`src/rtl/mem_arbiter.sv`:
```
// mem_arbiter: shares one synchronous RAM port (word address, byte write
// enables, one-cycle read latency) between the instruction-fetch requester
// and the load/store data requester.
//
// Data has priority. A saturating starvation counter forces a fetch grant
// after STARVE_MAX consecutive data wins against a waiting fetch.
// STARVE_MAX = 0 makes fetch always win.
// Each granted read is tagged with its owner, and the returned word is
// steered to the matching requester with a valid strobe.
//
// Ports:
//   clk, reset_n                  clock, asynchronous active-low reset
//   if_req/if_addr                fetch request and word address
//   if_gnt                        fetch accepted this cycle (combinational)
//   if_rvalid/if_rdata            fetch read response, 1 cycle after grant
//   d_req/d_re/d_we/d_addr/d_wdata  data request and attributes
//   d_gnt                         data accepted this cycle (combinational)
//   d_rvalid/d_rdata              data read response, 1 cycle after grant
//   mem_re/mem_we/mem_addr/mem_wdata  RAM command
//   mem_rdata                     RAM read data, valid the cycle after mem_re
module mem_arbiter #(
  parameter int unsigned STARVE_MAX = 4
) (
  input  logic        clk,
  input  logic        reset_n,
  input  logic        if_req,
  input  logic [29:0] if_addr,
  output logic        if_gnt,
  output logic        if_rvalid,
  output logic [31:0] if_rdata,
  input  logic        d_req,
  input  logic        d_re,
  input  logic [3:0]  d_we,
  input  logic [29:0] d_addr,
  input  logic [31:0] d_wdata,
  output logic        d_gnt,
  output logic        d_rvalid,
  output logic [31:0] d_rdata,
  output logic        mem_re,
  output logic [3:0]  mem_we,
  output logic [29:0] mem_addr,
  output logic [31:0] mem_wdata,
  input  logic [31:0] mem_rdata
);

  localparam logic [3:0] STARVE_LIM = 4'(STARVE_MAX);
  localparam logic [3:0] CNT_SAT    = 4'hF;

  logic [3:0] starve_cnt_q, starve_cnt_d;
  logic       pend_if_q, pend_if_d;
  logic       pend_d_q, pend_d_d;
  logic       force_if;

  always_comb begin
    force_if = if_req && (starve_cnt_q >= STARVE_LIM);

    // Grants are gated with reset_n so nothing is accepted while reset is held.
    d_gnt  = reset_n && d_req && !force_if;
    if_gnt = reset_n && if_req && !d_gnt;

    mem_addr  = d_gnt ? d_addr : if_addr;
    mem_wdata = d_wdata;
    mem_re    = d_gnt ? d_re : if_gnt;
    mem_we    = d_gnt ? d_we : '0;

    starve_cnt_d = starve_cnt_q;
    if (if_gnt || !if_req) begin
      starve_cnt_d = '0;
    end else if (d_gnt && (starve_cnt_q != CNT_SAT)) begin
      starve_cnt_d = starve_cnt_q + 4'd1;
    end

    // Writes and null data requests finish in their grant cycle,
    // so only data reads leave a response pending.
    pend_if_d = if_gnt;
    pend_d_d  = d_gnt && d_re;
  end

  always_ff @(posedge clk or negedge reset_n) begin
    if (!reset_n) begin
      starve_cnt_q <= '0;
      pend_if_q    <= 1'b0;
      pend_d_q     <= 1'b0;
    end else begin
      starve_cnt_q <= starve_cnt_d;
      pend_if_q    <= pend_if_d;
      pend_d_q     <= pend_d_d;
    end
  end

  assign if_rvalid = pend_if_q;
  assign d_rvalid  = pend_d_q;
  assign if_rdata  = mem_rdata;
  assign d_rdata   = mem_rdata;

endmodule

```
`config.mk`:
```
export PLATFORM = sky130hd
export DESIGN_NAME = mem_arbiter
export DESIGN_NICKNAME = d
export VERILOG_FILES = /design/src/rtl/mem_arbiter.sv
export SDC_FILE = /design/constraint.sdc
export NUM_CORES = 1
export LEC_CHECK = 0
export ABC_AREA = 1
export CAP_MARGIN = 20
export CORE_AREA = 8 8 98 100
export DETAILED_ROUTE_END_ITERATION = 10
export DIE_AREA = 0 0 106 108
export GPL_ROUTABILITY_DRIVEN = 0
export PLACE_DENSITY_LB_ADDON = 0.05
export SKIP_CTS_REPAIR_TIMING = 1
export SYNTH_ARGS = -nofsm -noshare
export SYNTH_HDL_FRONTEND = slang
export SYNTH_SLANG_ARGS = --single-unit
```
`constraint.sdc`:
```
create_clock -name clk -period 2.08 [get_ports clk]
set_input_delay 0.208 -clock clk [delete_from_list [all_inputs] [get_ports clk]]
set_output_delay 0.208 -clock clk [all_outputs]
set_load 0.1 [all_outputs]
```
==> impl_metrics.env, run 1 <==
export IMPL_dpl_hpwl_microns=4590
export IMPL_area_delta_synth_final_pct=60.8
export IMPL_grtUsageTotal=0.0891
export IMPL_rsz0062_at_grt="false"
export IMPL_die_h_microns=108
export IMPL_drc=0
export IMPL_fmax_mhz=540
export IMPL_via_per_inst=3.65
export IMPL_grt_busiest_layer="met2"
export IMPL_rrSetupSlack_ps=780
export IMPL_core_area_sq_um=8050
export IMPL_grt_pass1_wl_microns=8060
export IMPL_final_cells=353
export IMPL_start_kind="input port"
export IMPL_cp_arrival_ps=1640
export IMPL_period_share=0.891
export IMPL_die_w_microns=106
export IMPL_yosys_area_top_type="buf_4"
export IMPL_met2_usage=0.150
export IMPL_synthArstFlopShare=1.00
export IMPL_slew_violations=0
export IMPL_yosys_warnings=0
export IMPL_drtPass1Iterations=3
export IMPL_critPathMaxStageDelay_ps=530
export IMPL_run_status="completed"
export IMPL_end_kind="primary output"
export IMPL_antenna_found_initial=0
export IMPL_portBuffers=107
export IMPL_grt_util_met1=0.0962
export IMPL_finClkSkew_ps=4.38
export IMPL_path_max_fanout=17
export IMPL_path_cells="clkdlybuf4s50_1 > o21ai_4 > nand2_2 > buf_4 > nand3_1 > inv_1 > buf_12"
export IMPL_cts_htree_levels=1
export IMPL_hold_viol=0
export IMPL_netlist_area_leader_share=0.500
export IMPL_grtUsageMet3=0.0339
export IMPL_clk_pin_slew_ps=40
export IMPL_n_antenna_cell=0
export IMPL_netlist_instances=236
export IMPL_synth_common_cells="97 x buf_4, 94 x nand2_1, 9 x inv_1"
export IMPL_clockBufferDepth=2
export IMPL_fin_nets=384
export IMPL_first_iter_violations=14
export IMPL_overflow=0
export IMPL_synth_edff_count=0
export IMPL_path_class="input port to primary output"
export IMPL_setup_viol=0
export IMPL_grt_max_degree=31
export IMPL_synth_area_sq_um=1460
export IMPL_tightest_slew_ps=282
export IMPL_synth_seq_cells=6
export IMPL_routedWlPerCell_microns=15.6
export IMPL_drive_above_1_share=0.226
export IMPL_cp_slowest_cell="clkdlybuf4s50_1"
export IMPL_r2r_start="starve_cnt_q[2]"
export IMPL_start_util=0.181
export IMPL_die_area_sq_um=11400
export IMPL_fillers=906
export IMPL_yosysMostFrequentCell="buf_4"
export IMPL_pwr_density_cell_nw_per_um2=517
export IMPL_syn_avg_cell_area_sq_um=6.17
export IMPL_ir_worst_vdd_uv=342
export IMPL_leakagePower_nw=1.11
export IMPL_postRouteAntennaNets=0
export IMPL_syn_num_nets=370
export IMPL_drt_total_wl_microns=5520
export IMPL_grt_pass1_vias=1336
export IMPL_finalSetupTns_ps=0
export IMPL_ys_flop_type="dfrtp_1"
export IMPL_io_pins=268
export IMPL_worstHoldPathType="input port to asynchronous set/reset pin"
export IMPL_yosys_top_cells_area="buf_4 50%, nand2_1 24%, dfrtp_1 10%"
export IMPL_ff2ff_path_depth=5
export IMPL_synth_yosys_seq_area_share=0.103
export IMPL_cts_root_buf="clkbuf_8"
export IMPL_ys_types=15
export IMPL_reg2reg_to="if_rvalid"
export IMPL_clock_sinks=6
export IMPL_num_rows=33
export IMPL_crit_required_ps=1870
export IMPL_cts_tree="built"
export IMPL_numCtsBuffers=3
export IMPL_vias=1287
export IMPL_relSlewSlack=0.814
export IMPL_maxCapViolCount=0
export IMPL_dp_cells=350
export IMPL_clock_latency_ps=220
export IMPL_period_needed_ps=1850
[metrics by stage]
step / util / setup WS [ps] / hold slack, ps / power, mW / cell area [sq um]
final: 0.291 / 228 / 301 / 1.21 / 2340
after global routing: 0.291 / 124 / 325 / 1.27 / 2340
after CTS: 0.291 / 192 / 298 / 1.23 / 2340
after detailed placement: 0.286 / 202 / 417 / 1.05 / 2300
after global placement: 0.286 / 174 / 417 / 1.05 / 2300
after floorplan: - / -238 / -87.6 / 1.50 / 1460
[power by group]
part           leakage, nW  total (mW)  internal (mW)  switching, mW
registers           0.0821       0.122          0.120        0.00150
logic                 1.01       0.917          0.356          0.561
clock network       0.0216       0.172          0.124         0.0475
[placed cells by master, fill, tap and decap left out, types with 2 or more instances in the layout]
master / count
nand2_1: 94
clkdlybuf4s50_1: 68
buf_12: 38
inv_1: 9
nor2_1: 7
dfrtp_1: 6
buf_4: 6
nand3_1: 4
nand2_2: 3
nand4_1: 3
clkbuf_8: 3
inv_2: 2
a21oi_2: 2
[worst max-delay path: cells and delay by family]
family,cells,cell delay [ps]
buffers and inverters,4,1090
and+or+nand+nor,2,240
AOI/OAI and AO/OA,1,100
[metal layers]
layer	share of wire	vias up	routed length [microns]
met4	0.025	0	138
met5	0	-	0
met2	0.49	96	2710
met3	0.11	30	611
met1	0.37	528	2060
li1	-	633	-
[area by class of cell]
type | count | area (sq um) | share of cell area
repair buffers | 112 | 1490 | 0.635
flip-flops and latches | 6 | 150 | 0.0641
multi-input cells | 116 | 492 | 0.210
well taps | 105 | 131 | 0.0561
clock buffers | 3 | 41.3 | 0.0176
inverters | 11 | 41.3 | 0.0176
[kinds of logic after synthesis]
| logic type | synth area share |
|---|---|
| buf+inv | 0.562 |
| simple gates | 0.300 |
| compound gates | 0.0266 |
| flops | 0.103 |
| fa+ha+maj | 0.00859 |
[worst max-delay path by stage]
stage          cells after the start             from  slack [ps]        end
3_3_place_gp                       7           if_req         170     if_gnt
6_report                           7           if_req         230     if_gnt
2_1_floorplan                      4  starve_cnt_q[2]        -240  mem_we[0]
4_1_cts                            7           if_req         190     if_gnt
3_5_place_dp                       7           if_req         200     if_gnt
5_1_grt                            7           if_req         120     if_gnt
[sequential cells by signal (all words and copies together), names as in the netlist]
| name | count |
|---|---|
| if_rvalid | 1 |
| d_rvalid | 1 |
| starve_cnt_q | 4 |
Power figures use the tool's default switching activity.
==> run 2: changes to the inputs <==
--- a/config.mk
+++ b/config.mk
@@ -7,9 +7,9 @@
 export LEC_CHECK = 0
 export ABC_AREA = 1
 export CAP_MARGIN = 20
-export CORE_AREA = 8 8 98 100
+export CORE_MARGIN = 8
+export CORE_UTILIZATION = 19
 export DETAILED_ROUTE_END_ITERATION = 10
-export DIE_AREA = 0 0 106 108
 export GPL_ROUTABILITY_DRIVEN = 0
 export PLACE_DENSITY_LB_ADDON = 0.05
 export SKIP_CTS_REPAIR_TIMING = 1
==> constraint.sdc (replaced) <==
create_clock -name clk -period 1.65 [get_ports clk]
set_input_delay 0.165 -clock clk [delete_from_list [all_inputs] [get_ports clk]]
set_output_delay 0.165 -clock clk [all_outputs]
set_load 0.1 [all_outputs]
==> run 2 against run 1 <==
The run now ends with setup timing left. Final cell count is 1.1% higher. Worst setup slack lost 240 ps. Clock power rose by 28%. Clock-buffer cell count did not move. Worst hold slack got worse by 47 ps. Core utilization increased by 5.9 points. First-iteration DRC count grew to 3.1 times the previous value. Wire length up 2.5%. Total power increased by 34%.
==> impl_metrics.env, run 2 (synthesis results as in run 1) <==
export IMPL_run_status="finished, violations left"
export IMPL_violations="setup timing"
export IMPL_start_util=0.192
export IMPL_path_buf_inv=3
export IMPL_ir_worst_vdd_uv=311
export IMPL_clock_latency_ps=220
export IMPL_fin_nets=391
export IMPL_rrSetupSlack_ps=390
export IMPL_worstHoldPathType="input port to asynchronous set/reset pin"
export IMPL_overflow=0
export IMPL_crit_required_ps=1480
export IMPL_io_pins=268
export IMPL_antenna_found_initial=0
export IMPL_cp_slowest_cell="dfrtp_1"
export IMPL_n_antenna_cell=0
export IMPL_critPathMaxStageDelay_ps=410
export IMPL_path_max_fanout=10
export IMPL_leakagePower_nw=1.19
export IMPL_core_area_sq_um=7570
export IMPL_slew_violations=0
export IMPL_period_share=1.01
export IMPL_drive_above_1_share=0.455
export IMPL_first_iter_violations=43
export IMPL_path_delay_family="buffers and inverters"
export IMPL_grtUsageTotal=0.0979
export IMPL_die_area_sq_um=10700
export IMPL_reg2reg_to="if_rvalid"
export IMPL_vias=1376
export IMPL_final_cell_mix="67 x clkdlybuf4s50_1, 48 x nand2_1, 40 x buf_12, 39 x nand2_2, 10 x nand2_4"
export IMPL_final_util=0.350
export IMPL_ff2ff_path_depth=6
export IMPL_num_rows=32
export IMPL_largest_register_ff_count=4
export IMPL_path_class="flip-flop to primary output"
export IMPL_pwr_density_cell_nw_per_um2=612
export IMPL_largest_register="starve_cnt_q"
export IMPL_fillers=769
export IMPL_period_needed_ps=1660
export IMPL_portBuffers=107
export IMPL_grt_pass1_wl_microns=8490
export IMPL_via_per_inst=3.85
export IMPL_fmax_mhz=602
export IMPL_die_h_microns=104
export IMPL_rsz0062_at_grt="true"
export IMPL_cts_root_buf="clkbuf_8"
export IMPL_finClkSkew_ps=2.68
export IMPL_drc=0
export IMPL_clk_pin_slew_ps=40
export IMPL_finalSetupTns_ps=-31.9
export IMPL_end_kind="primary output"
export IMPL_tightest_slew_ps=169
export IMPL_r2r_start="starve_cnt_q[2]"
export IMPL_dpl_hpwl_microns=4740
export IMPL_start_kind="flip-flop"
export IMPL_setup_slack_ps=-11.7
export IMPL_setup_viol=4
export IMPL_cp_arrival_ps=1500
export IMPL_cts_tree="built"
export IMPL_maxCapViolCount=0
export IMPL_hold_viol=0
export IMPL_numCtsBuffers=3
export IMPL_postRouteAntennaNets=0
export IMPL_clock_sinks=6
export IMPL_die_w_microns=104
export IMPL_drtPass1Iterations=4
export IMPL_clockBufferDepth=2
export IMPL_routedWlPerCell_microns=15.8
export IMPL_area_delta_synth_final_pct=81.6
export IMPL_grt_pass1_vias=1433
export IMPL_finalPower_mw=1.62
export IMPL_holdWs_ps=254
export IMPL_grt_max_degree=21
export IMPL_path_cells="o21ai_4 > nand2_4 > inv_6 > clkbuf_16 > nand2_1 > nand2_2 > buf_12"
export IMPL_cts_htree_levels=1
export IMPL_relSlewSlack=0.887
export IMPL_layout_commonest_cell="clkdlybuf4s50_1"
export IMPL_drt_total_wl_microns=5660
## run 2: how the worst max path moves through the flow
| stage | startpoint | end | slack [ps] | depth (start not counted) |
|---|---|---|---|---|
| floorplan | starve_cnt_q[2] | mem_we[0] | -170 | 4 |
| global placement | reset_n | mem_addr[6] | -10 | 9 |
| detailed placement | if_req | mem_addr[28] | -20 | 7 |
| CTS | starve_cnt_q[2] | mem_addr[29] | -70 | 7 |
| global route | starve_cnt_q[2] | mem_addr[6] | -80 | 7 |
| finish | starve_cnt_q[2] | mem_addr[14] | -10 | 7 |
## run 2: per-layer routing
metal | up-vias | share of wire | GRT usage
met5 | - | 0 | 0
met4 | 0 | 0.062 | 0.0766
met3 | 48 | 0.11 | 0.0415
met2 | 100 | 0.47 | 0.160
met1 | 580 | 0.35 | 0.0961
li1 | 648 | - | -
## run 2: through the flow
step / setup WS [ps] / area (sq um) / cells
after global placement: -10.3 / 2490 / 352
after detailed placement: -21.5 / 2490 / 352
final: -11.7 / 2650 / 357
after CTS: -69.2 / 2530 / 355
after floorplan: -173 / 1590 / 236
after global routing: -84.5 / 2650 / 357
## run 2: worst register-to-register path, cell delays in order, from the launching register on
cell and delay, ps:
dfrtp_1 410, o21ai_4 190, nand2_4 100, buf_6 160, nand3_2 90, inv_2 60
buf_4 130
## run 2: area by class of cell
type	count	area [sq um]	share of cell area
Sequential cell	6	151	0.0572
Inverter	11	46.3	0.0175
Tap cell	102	128	0.0482
Clock buffer	3	41.3	0.0156
Multi-Input combinational cell	116	679	0.257
Timing Repair Buffer	119	1600	0.605
## run 2: power by group
group          internal [mW]  switching [mW]  total, mW
Clock                  0.157          0.0640      0.221
Sequential             0.152         0.00309      0.155
Combinational          0.498           0.744       1.24
Total                  0.807           0.811       1.62
